`config.mk`:
```
export PLATFORM = sky130hd
export DESIGN_NAME = ceres_ram_arbiter_flat
export DESIGN_NICKNAME = d
export VERILOG_FILES = /design/src/rtl/ceres_ram_arbiter_pkg.sv /design/src/rtl/ceres_ram_arbiter_if.sv /design/src/rtl/ceres_rr_arb2.sv /design/src/rtl/ceres_ram_arbiter.sv /design/src/flat_wrapper.sv
export SDC_FILE = /design/constraint.sdc
export NUM_CORES = 1
export LEC_CHECK = 0
export CAP_MARGIN = 20
export CORE_MARGIN = 4
export CORE_UTILIZATION = 30
export DETAILED_ROUTE_END_ITERATION = 8
export PLACE_DENSITY_LB_ADDON = 0.08
export SLEW_MARGIN = 20
export SYNTH_ARGS = -nofsm -noshare
export SYNTH_HDL_FRONTEND = slang
export SYNTH_SLANG_ARGS = --single-unit
```
`constraint.sdc`:
```
create_clock -name clk_i -period 2.75 [get_ports clk_i]
set_input_delay 0.275 -clock clk_i [delete_from_list [all_inputs] [get_ports clk_i]]
set_output_delay 0.275 -clock clk_i [all_outputs]
set_load 0.01 [all_outputs]
```
`src/rtl/ceres_ram_arbiter_pkg.sv`:
```
// ceres_ram_arbiter_pkg: shared types and constants for the main RAM arbiter
package ceres_ram_arbiter_pkg;
    localparam int BLK_SIZE      = 32;
    localparam int RAM_ARB_LAT_W = 8;

    typedef enum logic [1:0] {IDLE, ISSUE, WAIT, RESP} ram_arb_state_e;

    typedef struct packed {
        logic                  valid;
        logic [31:0]           addr;
        logic [BLK_SIZE-1:0]   data;
        logic [BLK_SIZE/8-1:0] rw;
    } iomem_req_t;

    typedef struct packed {
        logic                ready;
        logic                valid;
        logic [BLK_SIZE-1:0] data;
    } iomem_res_t;
endpackage

```
`src/rtl/ceres_ram_arbiter_if.sv`:
```
// ceres_ram_arbiter_if: master request/response and RAM port bundle of the arbiter
interface ceres_ram_arbiter_if
    import ceres_ram_arbiter_pkg::*;
#(
    parameter int AW = 15
);
    iomem_req_t            m0_req_i;
    iomem_res_t            m0_res_o;
    iomem_req_t            m1_req_i;
    iomem_res_t            m1_res_o;
    logic [AW-1:0]         ram_addr_o;
    logic [BLK_SIZE-1:0]   ram_wdata_o;
    logic [BLK_SIZE/8-1:0] ram_wstrb_o;
    logic                  ram_rd_en_o;
    logic [BLK_SIZE-1:0]   ram_rdata_i;
    logic                  busy_o;
    logic                  grant_o;

    modport slave (
        input  m0_req_i, m1_req_i, ram_rdata_i,
        output m0_res_o, m1_res_o, ram_addr_o, ram_wdata_o, ram_wstrb_o, ram_rd_en_o, busy_o, grant_o
    );

    modport master (
        output m0_req_i, m1_req_i, ram_rdata_i,
        input  m0_res_o, m1_res_o, ram_addr_o, ram_wdata_o, ram_wstrb_o, ram_rd_en_o, busy_o, grant_o
    );
endinterface

```
`src/rtl/ceres_rr_arb2.sv`:
```
// ceres_rr_arb2: combinational two-way round-robin pick, i_rr breaks ties
module ceres_rr_arb2 (
    input  logic [1:0] i_valid,
    input  logic       i_rr,
    output logic       o_gnt_vld,
    output logic       o_gnt_idx
);
    assign o_gnt_vld = |i_valid;
    assign o_gnt_idx = &i_valid ? i_rr : i_valid[1];
endmodule

```
`src/rtl/ceres_ram_arbiter.sv`:
```
// ceres_ram_arbiter: two-master arbiter/sequencer for the single synchronous RAM port
module ceres_ram_arbiter
    import ceres_ram_arbiter_pkg::*;
#(
    parameter int RAM_DEPTH   = 32768,
    parameter int LATENCY     = 16,
    parameter int BYTE_OFFSET = 2
) (
    input  logic               clk_i,
    input  logic               rst_ni,
    ceres_ram_arbiter_if.slave bus
);
    localparam int AW = $clog2(RAM_DEPTH);
    localparam logic [RAM_ARB_LAT_W-1:0] LAT_M1 = RAM_ARB_LAT_W'(LATENCY - 1);

    if (LATENCY < 1 || LATENCY > 255) begin : g_lat_chk
        $error("ceres_ram_arbiter: LATENCY must be in 1..255");
    end

    ram_arb_state_e            r_state, w_next;
    logic                      r_rr, r_owner;
    logic [AW-1:0]             r_addr;
    logic [BLK_SIZE-1:0]       r_wdata, r_rdata;
    logic [BLK_SIZE/8-1:0]     r_rw;
    logic [RAM_ARB_LAT_W-1:0]  r_cnt;
    logic                      w_gnt_vld, w_gnt_idx, w_idle, w_issue, w_busy, w_resp;

    ceres_rr_arb2 u_arb (
        .i_valid   ({bus.m1_req_i.valid, bus.m0_req_i.valid}),
        .i_rr      (r_rr),
        .o_gnt_vld (w_gnt_vld),
        .o_gnt_idx (w_gnt_idx)
    );

    assign w_idle  = r_state == IDLE;
    assign w_issue = r_state == ISSUE;
    assign w_busy  = !w_idle;
    // a response is only offered while the owner still holds its request
    assign w_resp  = r_state == RESP && (r_owner ? bus.m1_req_i.valid : bus.m0_req_i.valid);

    // state register
    always_ff @(posedge clk_i) begin
        r_state <= !rst_ni ? IDLE : w_next;
    end

    // request latch, latency counter, read-data capture and round-robin pointer
    always_ff @(posedge clk_i) begin
        if (!rst_ni) begin
            r_rr    <= 1'b0;
            r_owner <= 1'b0;
            r_addr  <= '0;
            r_wdata <= '0;
            r_rw    <= '0;
            r_cnt   <= '0;
            r_rdata <= '0;
        end else begin
            if (w_idle && w_gnt_vld) begin
                r_owner <= w_gnt_idx;
                r_addr  <= w_gnt_idx ? bus.m1_req_i.addr[BYTE_OFFSET+AW-1:BYTE_OFFSET]
                                     : bus.m0_req_i.addr[BYTE_OFFSET+AW-1:BYTE_OFFSET];
                r_wdata <= w_gnt_idx ? bus.m1_req_i.data : bus.m0_req_i.data;
                r_rw    <= w_gnt_idx ? bus.m1_req_i.rw : bus.m0_req_i.rw;
            end
            if (w_issue) r_cnt <= LAT_M1;
            if (r_state == WAIT) begin
                if (r_cnt != '0) r_cnt <= r_cnt - 1'b1;
                if (r_cnt == LAT_M1) r_rdata <= bus.ram_rdata_i;
                if (r_cnt == '0) r_rr <= ~r_owner;
            end
        end
    end

    // next-state logic
    always_comb begin
        w_next = r_state;
        case (r_state)
            IDLE:    w_next = w_gnt_vld ? ISSUE : IDLE;
            ISSUE:   w_next = WAIT;
            WAIT:    w_next = r_cnt == '0 ? RESP : WAIT;
            default: w_next = IDLE;
        endcase
    end

    // master responses, RAM port and status outputs
    always_comb begin
        bus.m0_res_o       = '0;
        bus.m1_res_o       = '0;
        bus.m0_res_o.ready = w_idle && w_gnt_vld && !w_gnt_idx;
        bus.m1_res_o.ready = w_idle && w_gnt_vld && w_gnt_idx;
        bus.m0_res_o.valid = w_resp && !r_owner;
        bus.m1_res_o.valid = w_resp && r_owner;
        bus.m0_res_o.data  = (w_resp && !r_owner) ? r_rdata : '0;
        bus.m1_res_o.data  = (w_resp && r_owner) ? r_rdata : '0;
        bus.ram_addr_o     = w_issue ? r_addr : '0;
        bus.ram_wdata_o    = w_issue ? r_wdata : '0;
        bus.ram_wstrb_o    = w_issue ? r_rw : '0;
        bus.ram_rd_en_o    = w_issue && r_rw == '0;
        bus.busy_o         = w_busy;
        bus.grant_o        = w_busy && r_owner;
    end
endmodule

```
`src/flat_wrapper.sv`:
```
// flat-port wrapper written by rule: the top's interface ports become plain ports
module ceres_ram_arbiter_flat import ceres_ram_arbiter_pkg::*;
#(
    parameter int RAM_DEPTH   = 32768,
    parameter int LATENCY     = 16,
    parameter int BYTE_OFFSET = 2
)
  (clk_i, rst_ni, bus_m0_req_i, bus_m1_req_i, bus_ram_rdata_i, bus_m0_res_o, bus_m1_res_o, bus_ram_addr_o, bus_ram_wdata_o, bus_ram_wstrb_o, bus_ram_rd_en_o, bus_busy_o, bus_grant_o);
  ceres_ram_arbiter_if #(.AW((15))) bus_i ();
  input  logic clk_i;
  input  logic rst_ni;
  input wire logic [$bits(bus_i.m0_req_i)-1:0] bus_m0_req_i;
  input wire logic [$bits(bus_i.m1_req_i)-1:0] bus_m1_req_i;
  input wire logic [$bits(bus_i.ram_rdata_i)-1:0] bus_ram_rdata_i;
  output wire logic [$bits(bus_i.m0_res_o)-1:0] bus_m0_res_o;
  output wire logic [$bits(bus_i.m1_res_o)-1:0] bus_m1_res_o;
  output wire logic [$bits(bus_i.ram_addr_o)-1:0] bus_ram_addr_o;
  output wire logic [$bits(bus_i.ram_wdata_o)-1:0] bus_ram_wdata_o;
  output wire logic [$bits(bus_i.ram_wstrb_o)-1:0] bus_ram_wstrb_o;
  output wire logic [$bits(bus_i.ram_rd_en_o)-1:0] bus_ram_rd_en_o;
  output wire logic [$bits(bus_i.busy_o)-1:0] bus_busy_o;
  output wire logic [$bits(bus_i.grant_o)-1:0] bus_grant_o;
  assign bus_i.m0_req_i = bus_m0_req_i;
  assign bus_i.m1_req_i = bus_m1_req_i;
  assign bus_i.ram_rdata_i = bus_ram_rdata_i;
  assign bus_m0_res_o = bus_i.m0_res_o;
  assign bus_m1_res_o = bus_i.m1_res_o;
  assign bus_ram_addr_o = bus_i.ram_addr_o;
  assign bus_ram_wdata_o = bus_i.ram_wdata_o;
  assign bus_ram_wstrb_o = bus_i.ram_wstrb_o;
  assign bus_ram_rd_en_o = bus_i.ram_rd_en_o;
  assign bus_busy_o = bus_i.busy_o;
  assign bus_grant_o = bus_i.grant_o;
  ceres_ram_arbiter #(.RAM_DEPTH(RAM_DEPTH), .LATENCY(LATENCY), .BYTE_OFFSET(BYTE_OFFSET)) u_core (.clk_i(clk_i), .rst_ni(rst_ni), .bus(bus_i));
endmodule
```
* After elaboration in Yosys (flattened, before gate mapping) *
Cells that the tools add are included.

storage, ports and cells
  register bits after elaboration = 95
  latch bits = 0
  memory bits (writable) = 0
  ROM bits = 0
  input port bits = 172
  output and inout bits = 122
  logic and storage cells = 49
  memories kept = 0

cells by class
  add/sub/neg operators = 1
  multipliers = 0
  divide/modulo/power cells = 0
  $lt $le $gt $ge = 0
  equal/unequal tests = 4
  shift-type cells = 0
  mux-type cells = 16
  bitwise gates (word level) = 1
  reductions and logical operators = 19

operators by type and width
  operator                                              count
  2-to-1 mux 32 bit                                     4
  2-to-1 mux 15 bit                                     2
  2-to-1 mux 8 bit                                      3
  equality test 8 x 4 -> 1 bit (second input constant)  1
  logical AND 1 bit                                     8
  zero test 8 bit                                       1
  2-to-1 mux 4 bit                                      2
  nonzero test 8 bit                                    1
  subtractor 8 x 1 -> 8 bit (second input constant)     1
  case mux 2 bit (3 select lines)                       1
  AND reduction 2 bit                                   3
  equality test 2 bit (second input constant)           2
  zero test 4 bit                                       1
  2-to-1 mux 1 bit                                      4
  zero test 1 bit                                       3
  equality test 2 x 1 -> 1 bit (second input constant)  1
  zero test 2 bit                                       1
  OR reduction 2 bit                                    1
  inverter 1 bit                                        1

* Longest topological paths before layout *
Gate-level depths: netlist (run 1).

  depth after elaboration = 4
  gate-level depth with buffers = 7
  depth with buffers taken out = 6

* Hierarchy *
Synthesis (run 1) repeated with hierarchy kept, for this count alone.

unflattened totals
  cells, all modules = 585
  area, all modules = 4850.9 µm²

modules (own cells, without submodules)
  module             instances  cells each  area each (µm²)
  ceres_ram_arbiter  1          582         4833.4
  ceres_rr_arb2      1          3           17.5

* Worst setup path after synthesis (run 1) *
OpenSTA, ideal clock, no wires.

  path type = flip-flop to flip-flop
  from = reg u_core.r_state[0]
  to = reg u_core.r_wdata[20]
  setup time = 0.066 ns
  data arrival time = 1.550 ns
  setup slack = 1.134 ns
  cell stages (with the launch flop) = 8
  buffers on the path = 1
  cells stage by stage = dfxtp_1 -> inv_1 -> ha_1 -> nand2_1 -> a21oi_1 -> clkbuf_1 -> a222oi_1 -> nor2_1

between the ends
  cells in the longest elaborated chain, start to end = 2

ends and longest elaborated chain
  element                 RTL line                 source
  from (decl)             ceres_ram_arbiter.sv:20  ram_arb_state_e r_state, w_next;
  from (signal assigned)  ceres_ram_arbiter.sv:43  r_state <= !rst_ni ? IDLE : w_next;
  zero test 2 bit         ceres_ram_arbiter.sv:35  assign w_idle = r_state == IDLE;
  logical AND 1 bit       ceres_ram_arbiter.sv:57  if (w_idle && w_gnt_vld) begin
  to (signal assigned)    ceres_ram_arbiter.sv:61  r_wdata <= w_gnt_idx ? bus.m1_req_i.data : bus.m0_req_i.data;
  to (decl)               ceres_ram_arbiter.sv:23  logic [BLK_SIZE-1:0] r_wdata, r_rdata;

Every way passes these cells.
A chain may end at the register's enable or synchronous reset.

* Worst setup path in the final report (run 1) *
  from = reg u_core.r_state[1]
  to = out bus_ram_addr_o[13]

between the ends
  cells in the longest elaborated chain, start to end = 2

ends and longest elaborated chain
  element                       RTL line                 source
  equality test 2 x 1 -> 1 bit  ceres_ram_arbiter.sv:36  assign w_issue = r_state == ISSUE;
  2-to-1 mux 15 bit             ceres_ram_arbiter.sv:94  bus.ram_addr_o = w_issue ? r_addr : '0;
  to (decl)                     flat_wrapper.sv:17       output wire logic [$bits(bus_i.ram_addr_o)-1:0] bus_ram_addr_o;

Every way passes these cells.

==> metrics.cfg, run 1 <==
[run_status]
outcome=finished, final reports clean

[grt]
overflow=0
grt_pass1_vias=4714
grt_pass1_wl_mm=24.5
antenna_found_initial=0
grt_max_degree=54
grtUsageTotal_pct=18.7

[synthesis]
synth.distinct_cells=35
seq_area_frac_synth_pct=43.5
yosysTopAreaCell=dfxtp_1
synthFlopType=dfxtp_1
synth.top_cell.area_share_pct=43.5
syn_area_per_cell_um2=8.30
synth_area_mm2=0.00438
yosysWarningCount=0
synth_area_leaders=dfxtp_1, and2_1, a222oi_1, nand2_1, nor2_1
synth_edf_count=0
synthCells=527
synth_seq_cells=95
synth_fp_nets=705
postSynth.asyncResetShare_pct=0

[clocking]
postCtsResizedCells=0
holdBufCountCts=0
cts_buffers=9
cts.path.max_buffers=2
htree_levels=3
clkTransAtPathRegs_ps=60
post_cts_buffers=0
cts_root_buf=clkbuf_16
clock-sinks=95
tritoncts=yes
clk_latency_ps=340

[setup_path]
cp_cell_sequence=inv_1 > ha_1 > buf_12 > and2_1 > clkdlybuf4s50_1
critical_path.max_fanout=28
slowest_stage=clkdlybuf4s50_1
slowest_delay_ps=560
crit_buf_inv=3
critPathRequiredTime_ps=2480
cp.arrival_ps=2250
cpLargestDelayFamily=buffers and inverters
cp-start-kind=flop
critical_path_class=reg2out
crit_path_end_kind=primary output

[worst_hold_path]
hold_class=reg2reg

[drt]
drt_iter0_drc=391
drt_pre_antenna_iters=8
viasPerCell=5.02
wl_met2_mm=7.84
via_count=4784
remaining_drc_errors=0
routed.top_layer=met4
wl_per_cell_um=16.9
antenna_left=0
wl_met1_mm=6.32
wirelength_mm=16.1
wl_met3_mm=1.58

[timing]
fmax_ghz=0.396
finalCriticalPeriod_ps=2520
rsz0062_at_grt=false
relSlewSlack_pct=58.9
final-setup-viol-count=0
worstMarginPinSlew_ps=617
final_max_slew_viol_count=0
finalCritPeriodShare_pct=91.7
hold_viol=0
finClkSkew_ps=5.20
tns_ps=0

[place]
gp_congestion=0.780
dp_hpwl_mm=11.6
port_buffers=259
place_area_mm2=0.00723

[cells_and_area]
final_area_mm2=0.00756
syn_to_final_growth_pct=72.7
nFillCells=1301
final_common_cell=clkdlybuf4s50_1
drive_gt1_share_pct=4.79
diodes=0
final_cell_mix=clkdlybuf4s50_1, and2_1, dfxtp_1, nand2_1, nor2_1
fin_nets=946

[power]
p_per_area_mw_per_mm2=605
p_leak_nw=2.78
max-vdd-ir-drop_uv=355

[floorplanning]
fp.dieW_um=129
start_util_pct=31.0
coreArea_mm2=0.0141
die_area_mm2=0.0166
die_h_um=129
io_pins=294
rows=43

[flow_run]
maxCapViolations=0

worst min-delay path: stages, from the launching register on:
cell and delay [ps]:
dfxtp_1 310, nand2_1 50, a21oi_1 50
cell type report:
class                           instances  area, um2  share of cell area (%)
Clock inverter                          3       65.1                   0.861
Tap cell                              180        225                    2.98
Timing Repair Buffer                  274       2770                    36.6
Sequential cell                        95       1900                    25.2
Inverter                                9       33.8                   0.447
Multi-Input combinational cell        379       2300                    30.5
Clock buffer                           13        260                    3.44
per-layer routing:
layer / vias up / track usage, %
met5: - / 0
met4: 0 / 7.35
met3: 19 / 6.81
met2: 208 / 32.1
met1: 2222 / 21.1
li1: 2335 / -
cell families (layout without fill, tap and decap cells):
logic type	Yosys count	in the layout	synth area share, %
and+or+nand+nor	270	270	31.6
AOI/OAI and AO/OA	101	101	18.2
DFF	95	95	43.5
buffers and inverters	53	299	4.63
adders and majority gates	6	6	1.72
xor gates and xnor gates	1	1	0.200
muxes	1	1	0.229
power by group:
| part | internal [mW] | total, mW | switching, mW |
|---|---|---|---|
| Clock | 0.847 | 1.38 | 0.532 |
| Combinational | 0.732 | 1.49 | 0.758 |
| Sequential | 1.57 | 1.71 | 0.141 |
cells in the mapped netlist (4+ instances only):
master / instances
a211oi_1: 4
nor2_1: 59
a222oi_1: 51
nor3_1: 4
ha_1: 6
clkbuf_1: 41
and2_1: 117
a21oi_1: 38
nand3_1: 5
dfxtp_1: 95
nand2_1: 70
inv_1: 8
registers in the layout, summed over array words and instances, names as in the netlist:
register	flops
u_core.r_addr	15
u_core.r_cnt	8
u_core.r_owner	1
u_core.r_rdata	32
u_core.r_rr	1
u_core.r_rw	4
u_core.r_state	2
u_core.r_wdata	32
metrics by stage:
step	power [mW]	utilization (%)	std cells	worst slack [ps]	hold slack, ps
after CTS	4.63	53.6	953	178	459
after global placement	3.19	51.3	937	568	448
final	4.58	53.6	953	227	461
after floorplan	2.55	-	527	1130	397
after global routing	4.84	53.6	953	50.0	476
after detailed placement	3.23	51.3	937	552	456
final timing paths:
kind	end	slack, ps	depth (start not counted)	from
hold reg to reg	u_core.r_rdata[25]	460	2	u_core.r_rdata[25]
hold / removal	u_core.r_rdata[25]	460	2	u_core.r_rdata[25]
setup / recovery	bus_ram_addr_o[13]	230	5	u_core.r_state[1]
setup reg to reg	u_core.r_cnt[5]	770	6	u_core.r_state[0]
(Power assumes the default switching activity.)
==> run 2: changes to the inputs <==
--- a/config.mk
+++ b/config.mk
@@ -9,6 +9,7 @@
 export CORE_MARGIN = 4
 export CORE_UTILIZATION = 30
 export DETAILED_ROUTE_END_ITERATION = 8
+export GPL_ROUTABILITY_DRIVEN = 0
 export PLACE_DENSITY_LB_ADDON = 0.08
 export SLEW_MARGIN = 20
 export SYNTH_ARGS = -nofsm -noshare
==> results of run 2 <==
Same layout as run 1: the final DEF is identical, and so are final timing and power.
==> run 3: changes to the inputs <==
--- a/config.mk
+++ b/config.mk
@@ -11,6 +11,7 @@
 export DETAILED_ROUTE_END_ITERATION = 8
 export GPL_ROUTABILITY_DRIVEN = 0
 export PLACE_DENSITY_LB_ADDON = 0.08
+export SKIP_LAST_GASP = 1
 export SLEW_MARGIN = 20
 export SYNTH_ARGS = -nofsm -noshare
 export SYNTH_HDL_FRONTEND = slang
==> results of run 3 <==
Same layout as run 1: the final DEF is identical, and so are final timing and power.
